===== src/rtl/alu_exec_stage.sv =====
// alu_exec_stage: single-issue 4-bit execute stage with operand forwarding
// from its own write port and a 4-cycle iterative shift-add multiplier.
//
// state    | meaning
// ---------+------------------------------------------------------------
// ST_IDLE  | ready; non-MUL ops complete in one cycle, MUL is latched
// ST_MUL   | one shift-add step per cycle, write port loaded on last step
module alu_exec_stage (
    input  logic       clk,
    input  logic       reset,
    input  logic       in_valid,
    output logic       in_ready,
    input  logic [2:0] in_op,
    input  logic [1:0] in_rd,
    input  logic [1:0] in_rs1,
    input  logic [1:0] in_rs2,
    input  logic [3:0] in_imm,
    output logic [1:0] rf_rd_addr1,
    output logic [1:0] rf_rd_addr2,
    input  logic [3:0] rf_rd_data1,
    input  logic [3:0] rf_rd_data2,
    output logic       rf_wr_en,
    output logic [1:0] rf_wr_addr,
    output logic [3:0] rf_wr_data,
    output logic       flag_zero,
    output logic       flag_carry,
    output logic       busy
);

    localparam logic [2:0] OP_ADD = 3'b000;
    localparam logic [2:0] OP_SUB = 3'b001;
    localparam logic [2:0] OP_AND = 3'b010;
    localparam logic [2:0] OP_OR  = 3'b011;
    localparam logic [2:0] OP_XOR = 3'b100;
    localparam logic [2:0] OP_LI  = 3'b101;
    localparam logic [2:0] OP_MUL = 3'b110;
    localparam logic [2:0] OP_NOP = 3'b111;

    typedef enum logic {ST_IDLE, ST_MUL} state_t;

    state_t     state_q,    state_d;
    logic [1:0] cnt_q,      cnt_d;      // MUL steps remaining after this one
    logic [7:0] acc_q,      acc_d;
    logic [7:0] mcand_q,    mcand_d;
    logic [3:0] mplier_q,   mplier_d;
    logic [1:0] mul_rd_q,   mul_rd_d;
    logic       wr_en_q,    wr_en_d;
    logic [1:0] wr_addr_q,  wr_addr_d;
    logic [3:0] wr_data_q,  wr_data_d;
    logic       zero_q,     zero_d;
    logic       carry_q,    carry_d;

    logic [3:0] op_a;
    logic [3:0] op_b;
    logic [4:0] sum5;
    logic [4:0] diff5;
    logic [7:0] acc_step;
    logic       accept;

    assign rf_rd_addr1 = in_rs1;
    assign rf_rd_addr2 = in_rs2;

    // The register file only sees our write on the next edge, so a pending
    // write to a source register is bypassed here.
    assign op_a = (wr_en_q && (wr_addr_q == in_rs1)) ? wr_data_q : rf_rd_data1;
    assign op_b = (wr_en_q && (wr_addr_q == in_rs2)) ? wr_data_q : rf_rd_data2;

    assign sum5     = {1'b0, op_a} + {1'b0, op_b};
    assign diff5    = {1'b0, op_a} - {1'b0, op_b};   // bit 4 is the borrow
    assign acc_step = acc_q + (mplier_q[0] ? mcand_q : 8'd0);

    assign in_ready = !reset && (state_q == ST_IDLE);
    assign accept   = in_valid && in_ready;
    assign busy     = (state_q == ST_MUL);

    assign rf_wr_en   = wr_en_q;
    assign rf_wr_addr = wr_addr_q;
    assign rf_wr_data = wr_data_q;
    assign flag_zero  = zero_q;
    assign flag_carry = carry_q;

    // Next-state, datapath and write-port computation.
    always_comb begin
        state_d   = state_q;
        cnt_d     = cnt_q;
        acc_d     = acc_q;
        mcand_d   = mcand_q;
        mplier_d  = mplier_q;
        mul_rd_d  = mul_rd_q;
        wr_en_d   = 1'b0;
        wr_addr_d = wr_addr_q;
        wr_data_d = wr_data_q;
        zero_d    = zero_q;
        carry_d   = carry_q;

        case (state_q)
            ST_IDLE: begin
                if (accept) begin
                    case (in_op)
                        OP_ADD: begin
                            wr_en_d   = 1'b1;
                            wr_addr_d = in_rd;
                            wr_data_d = sum5[3:0];
                            zero_d    = (sum5[3:0] == 4'd0);
                            carry_d   = sum5[4];
                        end
                        OP_SUB: begin
                            wr_en_d   = 1'b1;
                            wr_addr_d = in_rd;
                            wr_data_d = diff5[3:0];
                            zero_d    = (diff5[3:0] == 4'd0);
                            carry_d   = diff5[4];
                        end
                        OP_AND: begin
                            wr_en_d   = 1'b1;
                            wr_addr_d = in_rd;
                            wr_data_d = op_a & op_b;
                            zero_d    = ((op_a & op_b) == 4'd0);
                            carry_d   = 1'b0;
                        end
                        OP_OR: begin
                            wr_en_d   = 1'b1;
                            wr_addr_d = in_rd;
                            wr_data_d = op_a | op_b;
                            zero_d    = ((op_a | op_b) == 4'd0);
                            carry_d   = 1'b0;
                        end
                        OP_XOR: begin
                            wr_en_d   = 1'b1;
                            wr_addr_d = in_rd;
                            wr_data_d = op_a ^ op_b;
                            zero_d    = ((op_a ^ op_b) == 4'd0);
                            carry_d   = 1'b0;
                        end
                        OP_LI: begin
                            wr_en_d   = 1'b1;
                            wr_addr_d = in_rd;
                            wr_data_d = in_imm;
                            zero_d    = (in_imm == 4'd0);
                        end
                        OP_MUL: begin
                            state_d  = ST_MUL;
                            cnt_d    = 2'd3;
                            acc_d    = 8'd0;
                            mcand_d  = {4'd0, op_a};
                            mplier_d = op_b;
                            mul_rd_d = in_rd;
                        end
                        OP_NOP: begin
                        end
                        default: begin
                        end
                    endcase
                end
            end
            ST_MUL: begin
                acc_d    = acc_step;
                mcand_d  = {mcand_q[6:0], 1'b0};
                mplier_d = {1'b0, mplier_q[3:1]};
                if (cnt_q == 2'd0) begin
                    state_d   = ST_IDLE;
                    wr_en_d   = 1'b1;
                    wr_addr_d = mul_rd_q;
                    wr_data_d = acc_step[3:0];
                    zero_d    = (acc_step[3:0] == 4'd0);
                    carry_d   = (acc_step[7:4] != 4'd0);
                end else begin
                    cnt_d = cnt_q - 2'd1;
                end
            end
            default: begin
                state_d = ST_IDLE;
            end
        endcase
    end

    // State and output registers; reset also discards any MUL in flight.
    always_ff @(posedge clk) begin
        if (reset) begin
            state_q   <= ST_IDLE;
            cnt_q     <= 2'd0;
            acc_q     <= 8'd0;
            mcand_q   <= 8'd0;
            mplier_q  <= 4'd0;
            mul_rd_q  <= 2'd0;
            wr_en_q   <= 1'b0;
            wr_addr_q <= 2'd0;
            wr_data_q <= 4'd0;
            zero_q    <= 1'b0;
            carry_q   <= 1'b0;
        end else begin
            state_q   <= state_d;
            cnt_q     <= cnt_d;
            acc_q     <= acc_d;
            mcand_q   <= mcand_d;
            mplier_q  <= mplier_d;
            mul_rd_q  <= mul_rd_d;
            wr_en_q   <= wr_en_d;
            wr_addr_q <= wr_addr_d;
            wr_data_q <= wr_data_d;
            zero_q    <= zero_d;
            carry_q   <= carry_d;
        end
    end

endmodule


===== config.mk =====
export PLATFORM = sky130hd
export DESIGN_NAME = alu_exec_stage
export DESIGN_NICKNAME = d
export VERILOG_FILES = /design/src/rtl/alu_exec_stage.sv
export SDC_FILE = /design/constraint.sdc
export NUM_CORES = 1
export LEC_CHECK = 0
export CAP_MARGIN = 0
export CORE_AREA = 3 3 89 74
export CTS_CLUSTER_DIAMETER = 50
export DETAILED_ROUTE_END_ITERATION = 12
export DIE_AREA = 0 0 92 77
export MAX_ROUTING_LAYER = met4
export PLACE_DENSITY_LB_ADDON = 0.3
export SYNTH_ARGS = -nofsm -noshare
export SYNTH_HDL_FRONTEND = slang
export SYNTH_SLANG_ARGS = --single-unit

===== constraint.sdc =====
create_clock -name clk -period 4 [get_ports clk]
set_input_delay 0.8 -clock clk [delete_from_list [all_inputs] [get_ports clk]]
set_output_delay 0.8 -clock clk [all_outputs]
set_load 0.1 [all_outputs]

# --- After elaboration in Yosys (flattened, before gate mapping) ---
# Index checks and enable logic that the tools add are counted.
word_totals:
  inputBits: 24
  out_inout_bits: 15
  latch_bits: 0
  mem_count: 0
  ramBits: 0
  wordCells: 97
  rom_bits: 0
  regBits: 34
classes:
  reduce_logical: 23
  n_lt_le_gt_ge: 0
  n_mul: 0
  bitwise_logic: 4
  muxes: 40
  n_div: 0
  shift: 0
  n_addsub: 4
  eq_ne: 15
ops:
  columns: ["op", "count"]
  rows:
  - ["$mux W8", 5]
  - ["$pmux W8 S2", 2]
  - ["$logic_not A4 Y1", 7]
  - ["$mux W4", 6]
  - ["$pmux W4 S6", 1]
  - ["$pmux W4 S2", 2]
  - ["$reduce_and A3 Y1", 5]
  - ["$mux W2", 6]
  - ["$mux W1", 10]
  - ["$eq A3 B3 Y1 const B", 3]
  - ["$add A8 B8 Y8", 1]
  - ["$pmux W1 S2", 4]
  - ["$pmux W2 S2", 2]
  - ["$ne A7 B1 Y1 const B", 1]
  - ["$eq A3 B2 Y1 const B", 2]
  - ["$ne A2 B2 Y1 const B", 3]
  - ["$pmux W1 S6", 1]
  - ["$reduce_or A6 Y1", 1]
  - ["$add A4 B4 Y5", 1]
  - ["$sub A4 B4 Y5", 1]
  - ["$and A4 B4 Y4", 1]
  - ["$eq A2 B2 Y1", 2]
  - ["$logic_and A1 B1 Y1", 4]
  - ["$ne A2 B1 Y1 const B", 2]
  - ["13 further kinds", 13]

# --- Longest topological paths before layout ---
depth:
  word_depth: 8
  ltp_mapped: 11

# --- Worst setup path after synthesis ---
# No wires, ideal clock.
synth_path:
  path_type: "register -> output"
  from: "reg state_q, in the netlist busy"
  to: "out in_ready"
  setup_slack_ns: 0.643
  arrival_ns: 2.557
  path_buffers: 3
  stages_incl_launch_ff: 5
  path_cell_list: "dfxtp_1 > clkbuf_1 > buf_2 > clkbuf_1 > nor2_1"
synth_via:
  elab_chain_cells: 2
synth_lines:
  columns: ["element", "line", "rtl"]
  rows:
  - ["start: declaration", "41", "state_t state_q, state_d;"]
  - ["start signal: assignment", "192", "state_q <= state_d;"]
  - ["$not A1 Y1 (no source line)", null, null]
  - ["$logic_and A1 B1 Y1", "72", "assign in_ready = !reset && (state_q == ST_IDLE);"]
  - ["end: declaration", "12", "output logic in_ready,"]
# No other way between the ends.

# --- Worst setup path after layout ---
layout_path:
  from: "in in_rs1[1]"
  to: "reg wr_data_q[1], in the netlist rf_wr_data[1]"
layout_via:
  elab_chain_cells: 7
  elab_cells_between_ends: 11
layout_lines:
  columns: ["element", "line", "rtl"]
  rows:
  - ["start: declaration", "15", "input logic [1:0] in_rs1,"]
  - ["$eq A2 B2 Y1 *", "65", "assign op_a = (wr_en_q && (wr_addr_q == in_rs1)) ? wr_data_q : rf_rd_data1;"]
  - ["$logic_and A1 B1 Y1 *", "65", null]
  - ["$mux W4 *", "65", null]
  - ["$sub A4 B4 Y5 (tied with other cells)", "69", "assign diff5 = {1'b0, op_a} - {1'b0, op_b};"]
  - ["$pmux W4 S6 *", "99", "case (in_op)"]
  - ["$mux W4 *", "98", "if (accept) begin"]
  - ["$pmux W4 S2 *", "96", "case (state_q)"]
  - ["end signal: assignment", "200", "wr_data_q <= wr_data_d;"]
  - ["end: declaration", "49", "logic [3:0] wr_data_q, wr_data_d;"]
# Every way passes the cells marked *; elsewhere a longest branch is shown, timed or not. The select of a mux whose other input is x is not followed.
# A chain may end at the register's enable or synchronous reset.

==> flow_summary_export.csv <==
group,metric,value,unit
finish,ff_latch_area,681,um2
worst_setup_path,critical_path.endpoint_type,"register",
clock_tree,numCtsBuffers,5,
sta,slew_viol_final,0,
sta,fin_skew,8.13,ps
worst_setup_path,worst_r2r_startpoint,"rf_wr_addr[0]",
min_path,timing.hold.worst.class,"reg2reg",
global_route,gr-total-overflow,0,
finish,multiInputGateArea,1740,um2
worst_setup_path,reg2reg_slack,1200,ps
clock_tree,clock_latency_on_the_worst_skew_pair,290,ps
logic_synthesis,seq_total_area_yosys,26.4,%
sta,timing.final.ws_setup,633,ps
finish,drive_above_1_share,9.86,%
pwr,irDropWorstVdd,0.330,mV
floorplanning,design.die.area,7080,um2
clock_tree,clk_path_buf_depth,2,
global_route,vias_in_the_first_global_route,2188,
finish,area.growth.synth_to_final,19.4,%
detailed_routing,routed_vias_inst,5.61,
placed_design,dp_hpwl,5130,um
pwr,total_switching_power,293,uW
min_path,hold_start,"acc_q[2]",
worst_setup_path,worst_setup_path_start,"in_rs1[1]",
logic_synthesis,synth-main-ff-cell,"dfxtp_1",
finish,antenna-diode-count,0,
finish,layout.nets,391,
placed_design,detailedPlace.worstSlack,332,ps
logic_synthesis,post_synth.cell_area_avg,8.17,um2
detailed_routing,post_drt_wl_per_cell,15.5,um
worst_setup_path,r2r.worst_path.cells,9,
worst_setup_path,critPathRequiredTime,4200,ps
pwr,share_comb_of_total_power,27.8,%
placed_design,buffer_ports.inserted,38,
logic_synthesis,synthesis.instances,316,
worst_setup_path,critPathTopFamily,"compound AO/OA/AOI/OAI gates",
global_route,grt_antenna_before_repair,0,
sta,layout_worst_path_cycle_share,84.2,%
sta,rsz_0062_raised_after_global_routing,"false",
sta,final-setup-viol-count,0,
worst_setup_path,cp_cell_sequence,"clkdlybuf4s50_1 -> xnor2_1 -> nand3_1 -> mux2_2 -> inv_1 -> ha_1 -> fa_1 -> a22o_1 -> a2111o_1 -> a311oi_1",
sta,slew_at_the_pin_closest_to_its_max_slew_limit,976,ps
clock_tree,cts_tree,"done",
clock_tree,hold_buffers,0,
detailed_routing,first_iter_violations,278,
detailed_routing,postRouteAntennaNets,0,
job,drv.max_cap_violation_count,0,
clock_tree,clk_pin_slew,80,ps
logic_synthesis,synth_fp_nets,363,
pwr,pwr-share-clk,31.3,%
floorplanning,fp.dieW,92,um
clock_tree,cts-root-buf,"clkbuf_8",
detailed_routing,drt_total_wl,6610,um
worst_setup_path,slowest_delay,500,ps
sta,fin_crit,3370,ps
detailed_routing,iteration_count_of_the_initial_detailed_routing_pass,5,
worst_setup_path,crit-reg2reg-capture,"rf_wr_data[1]",
worst_setup_path,cp.depth,10,
logic_synthesis,yosys_warnings,0,
logic_synthesis,synth.ff_latch_count,34,
global_route,wire_length_of_the_first_global_routing_pass,10800,um
finish,layout.filler_cells,577,
detailed_routing,remaining_drc_errors,0,
worst_setup_path,buffering_stage_count_on_the_worst_path_with_inverters_included,2,
pwr,power_density,281,nW/um2
worst_setup_path,setup.worst_path.start_class,"input port",
worst_setup_path,cp_max_fo,4,
clock_tree,post-cts-setup-buffer-count,0,
sta,timing.max_slew.rel_slack,34.7,%
floorplanning,ios,39,
worst_setup_path,capturing_element_of_the_worst_setup_path,"rf_wr_data[1]",
worst_setup_path,cp.arrival,3570,ps
logic_synthesis,synthDistinctLibCells,56,
sta,highest_attainable_clock_frequency,0.297,GHz
pwr,internal_power,573,uW
worst_setup_path,crit_slowest_cell,"clkdlybuf4s50_1",
floorplanning,chipHeight,77,um
sta,final_hold_viol_count,0,
logic_synthesis,ys_async_sr_fraction,0,%
floorplanning,placementRows,25,
floorplanning,core,5820,um2
clock_tree,clock_sink_count,34,
global_route,grt_usage,19.4,%
placed_design,gp_routability_congestion,0.958,
pwr,share_seq_of_total_power,40.9,%
worst_setup_path,crit_type,"in2reg",
clock_tree,cts_max_level,2,
detailed_routing,vias,2388,
global_route,grt_start_max_net_pins,30,
pwr,p_leak,1.24,nW
status,run_status,"complete, no violations",
floorplanning,start_util,44.4,%
pwr,p_sw_share,33.8,%
logic_synthesis,synth_edf_count,0,
sta,tns,0,ps
logic_synthesis,synth_area,2580,um2
clock_tree,ctsResizeCount,0,
worst min path at each step:
stage               slack [ps]    endpoint  depth (start not counted)
floorplan                  440  mcand_q[7]                          2
finish                     470    acc_q[2]                          2
CTS                        470    acc_q[2]                          2
global route               500    acc_q[3]                          2
detailed placement         460    acc_q[2]                          2
global placement           450    acc_q[3]                          2
worst register-to-register path, cell delays in order (launching register included):
cell and delay (ps):
dfxtp_1 440, xnor2_1 140, nand3_1 180, mux2_2 350
inv_1 100, ha_1 200, fa_1 440, a22o_1 220
a2111o_1 400, a311oi_1 240
cells by family after synthesis:
family                   after synthesis  share of synthesized area, %
buffers and inverters                 37                          6.30
adder cells (fa/ha/maj)               23                          12.0
AND/OR/NAND/NOR                      108                          22.5
AO/OA/AOI/OAI                         91                          23.9
multiplexers                          14                          5.81
flip-flops                            34                          26.4
XOR/XNOR                               9                          3.05
cell usage in the layout, fill, tap and decap left out, types with 9 or more instances in the layout:
master / instances
a21oi_1: 30
a22oi_1: 9
buf_4: 9
clkdlybuf4s50_1: 32
dfxtp_1: 34
ha_1: 20
inv_1: 16
nand2_1: 22
nor2_1: 28
nor3b_1: 11
cells in the mapped netlist (3+ instances only):
| cell | number | area share [%] |
|---|---|---|
| a211oi_1 | 6 | 1.7 |
| nor3b_1 | 11 | 3.2 |
| nand3_1 | 4 | 0.78 |
| dfxtp_1 | 34 | 26 |
| nor2b_1 | 6 | 1.5 |
| nand2b_1 | 6 | 1.5 |
| buf_4 | 4 | 1.2 |
| o211ai_1 | 6 | 1.7 |
| nor2_1 | 28 | 4.1 |
| inv_1 | 16 | 2.3 |
| clkbuf_1 | 10 | 1.5 |
| a22oi_1 | 9 | 2.6 |
| buf_2 | 7 | 1.4 |
| a21o_1 | 4 | 1.2 |
| mux2i_1 | 6 | 2.3 |
| or3_1 | 4 | 0.97 |
| and2_1 | 7 | 1.7 |
| o21ai_0 | 8 | 1.6 |
| a21oi_1 | 30 | 5.8 |
| xnor2_1 | 4 | 1.4 |
| nor3_1 | 7 | 1.4 |
| xor2_1 | 5 | 1.7 |
| nand2_1 | 22 | 3.2 |
| mux2_2 | 8 | 3.5 |
| fa_1 | 3 | 2.3 |
| ha_1 | 20 | 9.7 |
layer usage:
metal	up-vias	routed length (um)	global-route usage, %
li1	1191	-	-
met1	1108	3240	26.4
met2	82	2790	29.2
met3	7	485	4.31
met4	0	97	4.60
met5	-	0	-
cell type report:
| class | count | area share (%) |
|---|---|---|
| clock buffers | 6 | 2.68 |
| clock inverters | 2 | 0.406 |
| inverters | 16 | 1.95 |
| multi-input cells | 245 | 56.4 |
| flip-flops and latches | 34 | 22.1 |
| well taps | 81 | 3.29 |
| repair buffers | 42 | 13.2 |
per-stage QoR:
step / std cells / power (mW) / utilization [%] / area [um2] / hold WS [ps]
finish: 426 / 0.867 / 53.0 / 3080 / 468
detailed placement: 418 / 0.603 / 51.4 / 2990 / 455
global route: 426 / 0.899 / 53.0 / 3080 / 497
global placement: 418 / 0.600 / 51.4 / 2990 / 450
CTS: 426 / 0.874 / 53.0 / 3080 / 466
floorplan: 316 / 0.531 / - / 2580 / 435
power by group through the flow:
stage,Combinational (mW),Sequential [mW],Clock [mW]
floorplan,0.128,0.404,0
global placement,0.238,0.363,0
detailed placement,0.240,0.363,0
CTS,0.240,0.355,0.278
global route,0.258,0.356,0.285
finish,0.241,0.355,0.271
state kept, by name (all words and copies together) (netlist names):
signal	count
mplier_q	4
rf_wr_en	1
rf_wr_addr	2
cnt_q	2
busy	1
flag_zero	1
mul_rd_q	2
acc_q	8
mcand_q	8
rf_wr_data	4
flag_carry	1
Note: power is estimated with default switching activity, not from simulation.
